[config.mk]
export PLATFORM = sky130hd
export DESIGN_NAME = manhattan_cost
export DESIGN_NICKNAME = d
export VERILOG_FILES = /design/src/rtl/manhattan_cost.sv
export SDC_FILE = /design/constraint.sdc
export NUM_CORES = 1
export LEC_CHECK = 0
export CAP_MARGIN = 20
export CELL_PAD_IN_SITES_DETAIL_PLACEMENT = 1
export CELL_PAD_IN_SITES_GLOBAL_PLACEMENT = 1
export CORE_ASPECT_RATIO = 0.5
export CORE_MARGIN = 4
export CORE_UTILIZATION = 37
export DETAILED_ROUTE_END_ITERATION = 10
export GPL_TIMING_DRIVEN = 0
export PLACE_DENSITY = 0.95
export REMOVE_ABC_BUFFERS = 1
export SLEW_MARGIN = 20
export SYNTH_ARGS = -nofsm -noshare
export SYNTH_HDL_FRONTEND = slang
export SYNTH_SLANG_ARGS = --single-unit
[constraint.sdc]
create_clock -name vclk -period 8.4
set_input_delay 1.26 -clock vclk [all_inputs]
set_output_delay 1.26 -clock vclk [all_outputs]
set_load 0.03 [all_outputs]
[src/rtl/manhattan_cost.sv]
// Per-edge cost: Manhattan distance minus one, and the same with
// two-cell hops (each axis distance rounded up to half). Wraps, no saturation.
module manhattan_cost #(
  parameter int DW = 32
) (
  input  logic [DW-1:0] xa,
  input  logic [DW-1:0] ya,
  input  logic [DW-1:0] xb,
  input  logic [DW-1:0] yb,
  output logic [DW-1:0] cost,
  output logic [DW-1:0] cost_1hop
);

  logic [DW-1:0] ddx, ddy, dx, dy, hx, hy;

  // Absolute axis distances and their rounded-up halves.
  always_comb begin
    ddx       = xa - xb;
    ddy       = ya - yb;
    dx        = ddx[DW-1] ? -ddx : ddx;
    dy        = ddy[DW-1] ? -ddy : ddy;
    hx        = (dx >> 1) + {{(DW-1){1'b0}}, dx[0]};
    hy        = (dy >> 1) + {{(DW-1){1'b0}}, dy[0]};
    cost      = dx + dy - DW'(1);
    cost_1hop = hx + hy - DW'(1);
  end

endmodule

### After elaboration in Yosys (flattened, before gate mapping)

Cells that the tools add are included.

* logic and storage cells: 12
* input bits: 128
* output and inout bits: 64
* flip-flop bits (word level): 0

* multiplexer cells: 2
* $add $sub $neg: 10

Operators with widths (count)
* adder 31 x 1 -> 32 bit: 2
* adder 32 bit: 2
* 2-to-1 mux 32 bit: 2
* negator 32 bit: 2
* subtractor 32 x 1 -> 32 bit, second input constant: 2
* subtractor 32 bit: 2

### Depth between registers and ports, before layout

Gate-level depths: netlist (run 1).

* word-level depth: 6
* mapped depth: 30
* mapped depth without buffers: 27

### Least setup slack after synthesis (run 1)

OpenSTA, ideal clock, no wires.

* path kind: input to output
* from: input port xb[12]
* to: output port cost_1hop[31]
* setup slack: 0.222 ns
* stages on the path: 30
* arrival time: 6.918 ns
* data required time: 7.140 ns
* buffers on the path: 3
* cell sequence: inv_1 ha_1 clkbuf_1 a21oi_1 o21ai_1 or3_1 a211oi_2 nor2_1 o211ai_1 nand2_1 a21oi_1 xnor2_1 clkbuf_1 o31ai_1 xor2_1 ha_1 inv_1 ha_1 clkbuf_1 a21oi_1 o21bai_1 a31oi_1 o21bai_1 a21oi_1 o21ai_0 a21oi_1 o211ai_1 a31o_2 a21oi_1 xnor2_1

* cells in the longest elaborated chain, start to end: 6

RTL lines
* start, declared: RTL line 8 `input logic [DW-1:0] xb,`
* subtractor 32 bit *: RTL line 18 `ddx = xa - xb;`
* negator 32 bit: RTL line 20 `dx = ddx[DW-1] ? -ddx : ddx;`
* 2-to-1 mux 32 bit *: RTL line 20
* adder 31 x 1 -> 32 bit *: RTL line 22 `hx = (dx >> 1) + {{(DW-1){1'b0}}, dx[0]};`
* adder 32 bit *: RTL line 25 `cost_1hop = hx + hy - DW'(1);`
* subtractor 32 x 1 -> 32 bit *: RTL line 25
* end, declared: RTL line 11 `output logic [DW-1:0] cost_1hop`

Mark *: on every way between the ends. The rest lies on a longest branch, timed or not.

### Worst setup path in the final report (run 1)

* from: input port ya[6]
* to: output port cost_1hop[28]

* cells in the longest elaborated chain, start to end: 6

RTL lines
* start, declared: RTL line 7 `input logic [DW-1:0] ya,`
* subtractor 32 bit *: RTL line 19 `ddy = ya - yb;`
* negator 32 bit: RTL line 21 `dy = ddy[DW-1] ? -ddy : ddy;`
* 2-to-1 mux 32 bit *: RTL line 21
* adder 31 x 1 -> 32 bit *: RTL line 23 `hy = (dy >> 1) + {{(DW-1){1'b0}}, dy[0]};`
* adder 32 bit *: RTL line 25
* subtractor 32 x 1 -> 32 bit *: RTL line 25

Marked as above.

==> results.txt, run 1 <==
The run finished, with violations left. The final reports fail on negative setup slack. The worst endpoint required time came out at 7.14 ns. The die footprint came out at 0.0245 sq mm.

The final period demand of the worst path came out at 8.75 ns. The aggregate negative setup slack came out at -3.20 ns. In this run the cell area of the synthesized design comes to 0.00813 sq mm.

The floorplan die height came out at 113 um. The sequential cells in the finished layout cover a total of 0 sq um. In the post-route analysis, the smallest setup slack over all paths is -0.345 ns. The fraction of final layout cells with drive strength greater than 1 is 26.2%. STA classifies the critical path startpoint as a primary input. Sorting the synthesized cells by area gives the leading types as ha_1 20%, xnor2_1 10%, a21oi_1 8.3%. The area growth from synthesis to final layout is 57.9%.

Hold repair after CTS inserted 0 buffers. The data arrival time of the critical path is 7.49 ns. After floorplanning, the core was sized to cover 0.0211 sq mm. The placement row count is 37. The final hold violation count came to 0.

The fraction of the yosys area taken by sequential cells came out at 0%. The smallest hold slack is 3.56 ns. The first-pass GRT wire length is 57400 um. The count of buffers from port buffering is 192. STA classifies the critical path endpoint as an output pin.

The count of mapped cells out of synthesis is 1242. The worst hold path belongs to the class primary input to output pin. The starting density of the core came out at 38.6%. The wire-length estimate of the detail-placed layout is 28900 um. The count of final max-slew check failures was 0. For this run, the total global-route usage over all layers was measured as 28.4%. The routed wire length is 47200 um. The total grt overflow is 0. In the finished layout, the clock tree contains a buffer count of 0. The actual slew at the worst max-slew pin came out at 1.42 ns. Counting the fill cells in the layout gives 2518. The worst path uses 104% of the clock period. Entering global routing, the biggest net connects 18 pins. The proportion of netlist area held by the largest area contributor came out at 19.7%. The repair_antennas step left the layout with diodes totalling 0. The number of endpoints failing setup at the final stage came out at 23. Using the TritonRoute via totals, the vias-per-cell ratio works out to 6.35. In the routed design, unresolved DRC markers number 0. The max-capacitance violation count came out at 0.

The number of antenna violations at the first check in global routing is 1. The first TritonRoute pass finished after 8 iterations. The final estimated routing congestion in global placement is 0.943. The number of top-level pins came out at 192. The maximum clock frequency came out at 114 MHz. The count of sequential standard cells came out at 0. Setup repair after global routing could not meet its margin everywhere.

The worst max-slew margin expressed relative to the limit is 4.60%. By count the netlist is led by 153 x inv_1, 135 x a21oi_1, 128 x ha_1. The top fanout value on the critical path is 7. The via total after detailed routing is 11.2k. The count of nets after finishing came out at 1734. The most common cell in the synthesized netlist is inv_1. Summed over all instances, the cell type with the most area after synthesis is ha_1. In this run, the number of DRC markers left after iteration 0 of detailed routing was 956. The synthesized area divided by synthesized cell count is 6.54 sq um. The width of the die is 218 um. The synthesis warning total is 0.

The average wire per cell in the routed design is 26.8 um. The remaining antenna violation count after routing is 0. The kind of critical path is primary input to output pin. The unique cell type count in the Yosys netlist came out at 75.

The number of global-route vias before repair is 10.7k.
==> path summary, 6_finish.rpt <==
| check | start | endpoint | slack [ns] | depth (start not counted) |
|---|---|---|---|---|
| worst max-delay path | ya[6] | cost_1hop[28] | -0.35 | 26 |
| worst min-delay path | yb[0] | cost[0] | 3.56 | 5 |
==> through the flow <==
step | instance area [sq um] | setup WS [ns] | utilization, % | std cells
5_1_grt | 12800 | -0.516 | 60.9 | 1763
3_5_place_dp | 10200 | -2.13 | 48.6 | 1673
3_3_place_gp | 10200 | -2.54 | 48.4 | 1672
4_1_cts | 11100 | -0.207 | 52.5 | 1705
6_report | 12800 | -0.345 | 60.9 | 1763
2_1_floorplan | 7910 | 0.0627 | - | 1188
==> placed cells by master (no fill, tap or decap), drive strengths merged, types with 21 or more instances in the layout <==
master         instances
nor2                  77
a21oi                135
buf                   99
nand4                 21
a21o                  49
nand2                103
nor3                  28
inv                  153
ha                   128
xor2                  71
o21ai                 98
clkdlybuf4s50        133
xnor2                 97
==> cells by family after synthesis <==
kind of cell	share of synthesized area, %
AOI/OAI and AO/OA	30.2
buffers and inverters	9.70
and+or+nand+nor	20.8
xor gates and xnor gates	18.0
muxes	0.400
adders and majority gates	20.9
==> routing by layer <==
metal | vias to the layer above | global-route usage, % | wire, um
li1 | 4804 | - | -
met1 | 5575 | 39.1 | 18800
met2 | 607 | 48.8 | 22100
met3 | 217 | 3.11 | 3870
met4 | 0 | 4.87 | 2390
met5 | - | 0 | 0
==> critical path, cell delays in order <==
cell             delay, ns
clkdlybuf4s50_1       0.50
ha_2                  0.35
a21oi_4               0.32
o21bai_1              0.16
o21bai_1              0.26
xnor2_2               0.68
nand4bb_4             0.19
or3_4                 0.47
nand3b_1              0.33
nor3_4                0.26
buf_6                 0.15
nor2_4                0.04
xnor2_2               0.13
ha_1                  0.34
inv_2                 0.06
ha_4                  0.24
a21o_1                0.19
o21bai_4              0.19
a21o_1                0.20
a21oi_2               0.14
o31ai_1               0.08
a21o_1                0.17
a21o_1                0.18
a31oi_1               0.21
xnor2_1               0.17
buf_4                 0.19
==> final cells by class <==
cell class / count / area (sq um) / share of cell area [%]
timing repair buffer: 282 / 2710 / 21.1
tap: 292 / 365 / 2.85
multi-input combinational: 1036 / 9180 / 71.5
inverter: 153 / 579 / 4.51
==> repair_timing <==
item / 4_1_cts / 5_1_grt
pin swaps: 46 / 103
cloned: 0 / 2
setup endpoints to repair: 60 / 52
resized for setup: 237 / 297
buffers inserted: 32 / 57
Power of run 1 is left out: the tool's default activity adds up to more than one toggle a clock period on the data nets, which glitch-free logic cannot reach.
==> run 2: changes to the inputs <==
--- a/config.mk
+++ b/config.mk
@@ -10,10 +10,11 @@
 export CELL_PAD_IN_SITES_GLOBAL_PLACEMENT = 1
 export CORE_ASPECT_RATIO = 0.5
 export CORE_MARGIN = 4
-export CORE_UTILIZATION = 37
+export CORE_UTILIZATION = 45
 export DETAILED_ROUTE_END_ITERATION = 10
+export DONT_BUFFER_PORTS = 1
 export GPL_TIMING_DRIVEN = 0
-export PLACE_DENSITY = 0.95
+export PLACE_DENSITY = 0.93
 export REMOVE_ABC_BUFFERS = 1
 export SLEW_MARGIN = 20
 export SYNTH_ARGS = -nofsm -noshare
==> constraint.sdc (replaced) <==
create_clock -name vclk -period 10.8
set_input_delay 1.62 -clock vclk [all_inputs]
set_output_delay 1.62 -clock vclk [all_outputs]
set_load 0.03 [all_outputs]
==> results.txt, run 2 (synthesized netlist as in run 1, its figures left out) <==
The worst setup path is launched from a primary input. The floorplan die height is 103 um (-8.7%). The pin count of the biggest net entering global routing is 20 (+2). The fraction of final layout cells with drive strength greater than 1 is 2.78% (-23 points).

The top fanout value on the critical path was 14 (+7). The kind of end point of the critical path is an output pin. The routed wire length is 29000 um (-38%). The actual slew at the worst max-slew pin came out at 1.07 ns (-0.355 ns). The starting density of the core was 46.4% (+7.8 points). In this design, the critical path's most frequently occurring cell is a21oi_1. The worst endpoint required time is 9.18 ns (+2.04 ns).

The library cell used most frequently in the layout, excluding fill and tap cells, is inv_1. The first-pass GRT wire length was 46100 um (-20%). Setup repair after global routing left no endpoint under its margin. The placed wire-length estimate after detailed placement is 25500 um (-12%). The count of buffers from port buffering came out at 0 (-100%).

The area growth from synthesis to final layout is 1.62%. The total setup buffers inserted after CTS was 0 (-100%). The number of clock-tree buffers in the layout came out at 0 (unchanged). The worst max-slew margin expressed relative to the limit is 28.5% (+24 points). The number of antenna violations at the first check in global routing was 0 (-1).

The number of hold buffers added after CTS came out at 0 (unchanged). The depth of the worst hold-timing path is 3 (-2). The worst hold path begins at yb[0]. The maximum single-stage delay on the critical path came out at 0.68 ns (about the same). The data arrival time of the critical path is 8.71 ns (+1.22 ns). The initial detailed-routing violation count was 449 (-53%). The post-detailed-route DRC marker count is 0 (unchanged).

The number of global-route vias before repair came to 9061 (-15%). The count of antenna diodes in the layout is 0 (unchanged). The run finished with clean final reports.

The post-route fraction of the period consumed by the critical path came out at 95.7%. After layout, the minimum clock period comes to 10.33 ns. The ratio of routed vias to standard cells came out at 6.16 (-3.1%).

The slowest stage of the critical path belongs to the cell xor2_2. The average wire per cell in the routed design is 20.4 um (-24%). The via total after detailed routing was 8765 (-22%). The global routing usage summed across all routing layers is 27.2% (-1.2 points). The library cells used most frequently in the layout, excluding fill and tap cells, are 153 x inv_1, 135 x a21oi_1, 128 x ha_1. The count of sequential standard cells came out at 0 (unchanged). The critical path is of the primary input to output pin type. The final hold violation count is 0 (unchanged). The final estimated routing congestion in global placement is 0.929 (-1.4%). The count of final max-slew check failures is 0 (unchanged). The flip-flop and latch area came out at 0 sq um (unchanged). For hold timing, the worst endpoint is cost[0]. The die footprint was 0.0204 sq mm (-17%). The core footprint came out at 0.0175 sq mm (-17%). The number of top-level pins came to 192 (unchanged). The remaining antenna violation count after routing came to 0 (unchanged). The aggregate negative setup slack is 0 ns (+3.20 ns). The post-route standard cell area excluding fillers was 0.00826 sq mm (-36%). The count of nets after finishing came out at 1452 (-16%). The number of endpoints failing setup at the final stage was 0 (-100%). The cell area reported after detailed placement is 0.00823 sq mm (-20%).

The width of the die is 198 um (-9.0%). The classification of the worst-slack hold path is primary input to output pin. The maximum clock frequency came out at 96.8 MHz.

The first-pass iteration count of the detailed router came out at 5 (-3). The total grt overflow is 0 (unchanged). The placement row count is 34 (-8.1%). The max-capacitance violation count came out at 0 (unchanged).
run 2: cell count changes in the layout (fill, tap and decap cells not counted), sizes merged:
| cell | delta |
|---|---|
| dlygate4sd2 | -14 |
| clkdlybuf4s50 | -133 |
| clkdlybuf4s15 | -6 |
| xnor2 | -1 |
| buf | -98 |
| clkbuf | -11 |
| dlymetal6s2s | -19 |
run 2: what timing repair did:
action	in CTS	in global routing
setup endpoints to repair	0	3
gates resized for setup	0	2
endpoints found under the hold margin	0	0
run 2: how the worst max path moves through the flow:
stage                          endpoint  cells after the start  startpoint
after floorplan           cost_1hop[31]                     26       yb[4]
after global placement    cost_1hop[31]                     26       yb[4]
after detailed placement       cost[30]                     26      xb[12]
after CTS                      cost[30]                     26      xb[12]
after global routing      cost_1hop[31]                     27      xb[12]
final                     cost_1hop[31]                     27      xb[12]
run 2: area by class of cell:
type                       instances  area (sq um)
multi-input combinational       1035          7380
inverter                         153           574
fill                            2357          9270
timing repair buffer               1          11.3
tap                              234           293
run 2: metrics by stage:
step / hold WS, ns / std cells / utilization, % / setup WS (ns)
after floorplan: 3.62 / 1188 / - / 1.74
after global placement: 3.66 / 1422 / 46.8 / 0.116
after detailed placement: 3.67 / 1423 / 47.0 / 0.151
after CTS: 3.67 / 1423 / 47.0 / 0.105
after global routing: 3.70 / 1423 / 47.1 / 0.0886
final: 3.67 / 1423 / 47.1 / 0.466
run 2: metal layers:
layer	global-route usage, %	vias to the layer above	part of all wire (%)
li1	-	4235	-
met4	4.34	0	1.5
met2	46.4	246	45
met1	37.3	4253	47
met3	4.18	31	6.4
met5	0	-	0
run 2: worst max-delay path: cells and delay by family:
family | cells | cell delay [ns]
adder cells (fa/ha/maj) | 3 | 1.04
XOR/XNOR | 3 | 1.23
AND/OR/NAND/NOR | 4 | 0.77
AO/OA/AOI/OAI | 15 | 3.91
buffers and inverters | 2 | 0.13
Power of run 2 is left out for the same reason.
==> run 3: changes to the inputs <==
--- a/config.mk
+++ b/config.mk
@@ -9,7 +9,7 @@
 export CELL_PAD_IN_SITES_DETAIL_PLACEMENT = 1
 export CELL_PAD_IN_SITES_GLOBAL_PLACEMENT = 1
 export CORE_ASPECT_RATIO = 0.5
-export CORE_MARGIN = 4
+export CORE_MARGIN = 2
 export CORE_UTILIZATION = 45
 export DETAILED_ROUTE_END_ITERATION = 10
 export DONT_BUFFER_PORTS = 1
==> results.txt, run 3 (synthesized netlist as in run 1, its figures left out) <==
The pin count of the biggest net entering global routing came to 20 (unchanged). The remaining antenna violation count after routing came out at 0 (unchanged). The routed wire length came out at 28100 um (-3.3%). The number of endpoints failing setup at the final stage came out at 0 (unchanged).

The global routing usage summed across all routing layers came out at 28.1% (+0.90 points). The core footprint is 0.0175 sq mm (unchanged). The post-route fraction of the period consumed by the critical path came out at 96.7% (+0.98 points). The placement row count is 34 (unchanged). The average wire per cell in the routed design came to 19.7 um (-3.3%). The kind of end point of the critical path is an output pin. The first-pass GRT wire length came out at 45200 um (-2.0%). The via total after detailed routing is 8815 (+0.57%).

The count of buffers from port buffering came out at 0 (unchanged). The met2 wirelength from detailed routing came out at 12400 um (-4.1%). The classification of the worst-slack hold path is primary input to output pin. The critical path depth came out at 24 (-11%). The number of global-route vias before repair was 8972 (-0.98%). The width of the die is 194 um (-2.0%). The aggregate negative setup slack came to 0 ns (unchanged).

The post-detailed-route DRC marker count is 0 (unchanged). The sum of buffers and inverters on the critical path came out at 2 (unchanged). The final hold violation count was 0 (unchanged). The maximum single-stage delay on the critical path is 0.78 ns (+0.10 ns). The starting density of the core came to 46.4% (unchanged).

Traced cell by cell, the critical path runs through inv_1 > ha_1 > o211ai_1 > a21oi_1 > o211ai_1 > a21o_1 > a311oi_1 > nand4bb_1 > or3_1 > nand3b_1 > o21ai_1 > xor2_1 > ha_1 > inv_1 > ha_1 > a21oi_1 > o21bai_1 > a21oi_1 > a21boi_0 > o31ai_1 > a21o_1 > a21o_1 > o21bai_1 > xor2_1. The initial detailed-routing violation count is 479 (+6.7%). The die footprint is 0.0192 sq mm (-5.8%). The count of antenna diodes in the layout is 0 (unchanged). The depth of the worst hold-timing path was 3 (unchanged).

Leaving out fill and tap cells, the most frequent cell in the layout is inv_1. The maximum clock frequency came out at 95.8 MHz (-1.0%). On the critical path the largest part of the delay comes from compound AO/OA/AOI/OAI gates. The flow ran to the end, and the final reports show no timing, DRC or antenna violations.

The actual slew at the worst max-slew pin is 1.02 ns (-0.0493 ns). The number of clock-tree buffers in the layout is 0 (unchanged). The placed wire-length estimate after detailed placement came out at 24500 um (-4.0%).

The count of nets after finishing is 1452 (unchanged). The flip-flop and latch area is 0 sq um (unchanged). The top fanout value on the critical path is 10 (-4). STA classifies the critical path startpoint as a primary input. The worst max-slew margin expressed relative to the limit came out at 31.8% (+3.3 points). The final estimated routing congestion in global placement was 0.920 (-0.99%).

Setup repair after global routing left no endpoint under its margin. The first-pass iteration count of the detailed router came to 7 (+2). The ratio of routed vias to standard cells came out at 6.19 (+0.57%).

The max-capacitance violation count came out at 0 (unchanged). The fraction of final layout cells with drive strength greater than 1 came out at 2.69% (-0.084 points). The total length of routed met3 wires is 1860 um (-0.80%). The final core utilization is 47.2% (about the same). In the layout the commonest cells are 153 x inv_1, 135 x a21oi_1, 128 x ha_1. The number of antenna violations at the first check in global routing is 1 (+1). The total grt overflow came out at 0 (unchanged). The area growth from synthesis to final layout is 1.71% (about the same). The master of the slowest instance on the critical path is a311oi_1.

The number of hold buffers added after CTS came out at 0 (unchanged). The data arrival time of the critical path came out at 8.82 ns (+0.11 ns). The floorplan die height is 99.0 um (-3.9%). The count of sequential standard cells was 0 (unchanged). The number of top-level pins came out at 192 (unchanged). The final period demand of the worst path came out at 10.44 ns (+0.106 ns). The count of final max-slew check failures is 0 (unchanged). In this run the top signal layer used is met5. The worst endpoint required time is 9.18 ns (about the same). The wire length on met1 came out at 13500 um (-2.2%).

The worst setup path is of the primary input to output pin kind.
## run 3: cell counts in the layout (fill, tap and decap cells not counted)
Identical to the previous run, type by type.
## run 3: area by class of cell
cell class | count | area [sq um]
fillers | 2362 | 9260
inverters | 153 | 574
multi-input cells | 1035 | 7390
well taps | 234 | 293
repair buffers | 1 | 11.3
## run 3: through the flow
step | setup WS (ns) | instances | hold slack [ns] | cell area (sq um)
floorplan | 1.74 | 1188 | 3.62 | 7910
CTS | 0.180 | 1423 | 3.68 | 8230
global route | 0.0933 | 1423 | 3.72 | 8270
finish | 0.360 | 1423 | 3.67 | 8270
global placement | 0.0741 | 1422 | 3.66 | 8210
detailed placement | 0.232 | 1423 | 3.68 | 8230
## run 3: tightest hold or removal path, delay by kind of cell
kind	cells	cell delay [ns]
fa+ha+maj	2	0.29
buf+inv	1	0.15
## run 3: repair_timing
action,4_1_cts,5_1_grt
resized for setup,0,2
setup buffers,0,0
endpoints found under the hold margin,0,0
endpoints found under the setup margin,0,2
## run 3: worst paths after layout
kind	to	start	slack, ns
setup / recovery	cost[29]	yb[4]	0.36
hold / removal	cost[0]	yb[0]	3.67
## run 3: metal layers
layer,track usage (%),up-vias
met5,0,-
met4,3.67,2
met3,4.72,26
met2,47.4,258
met1,38.6,4286
li1,-,4243
Power of run 3 is left out for the same reason.
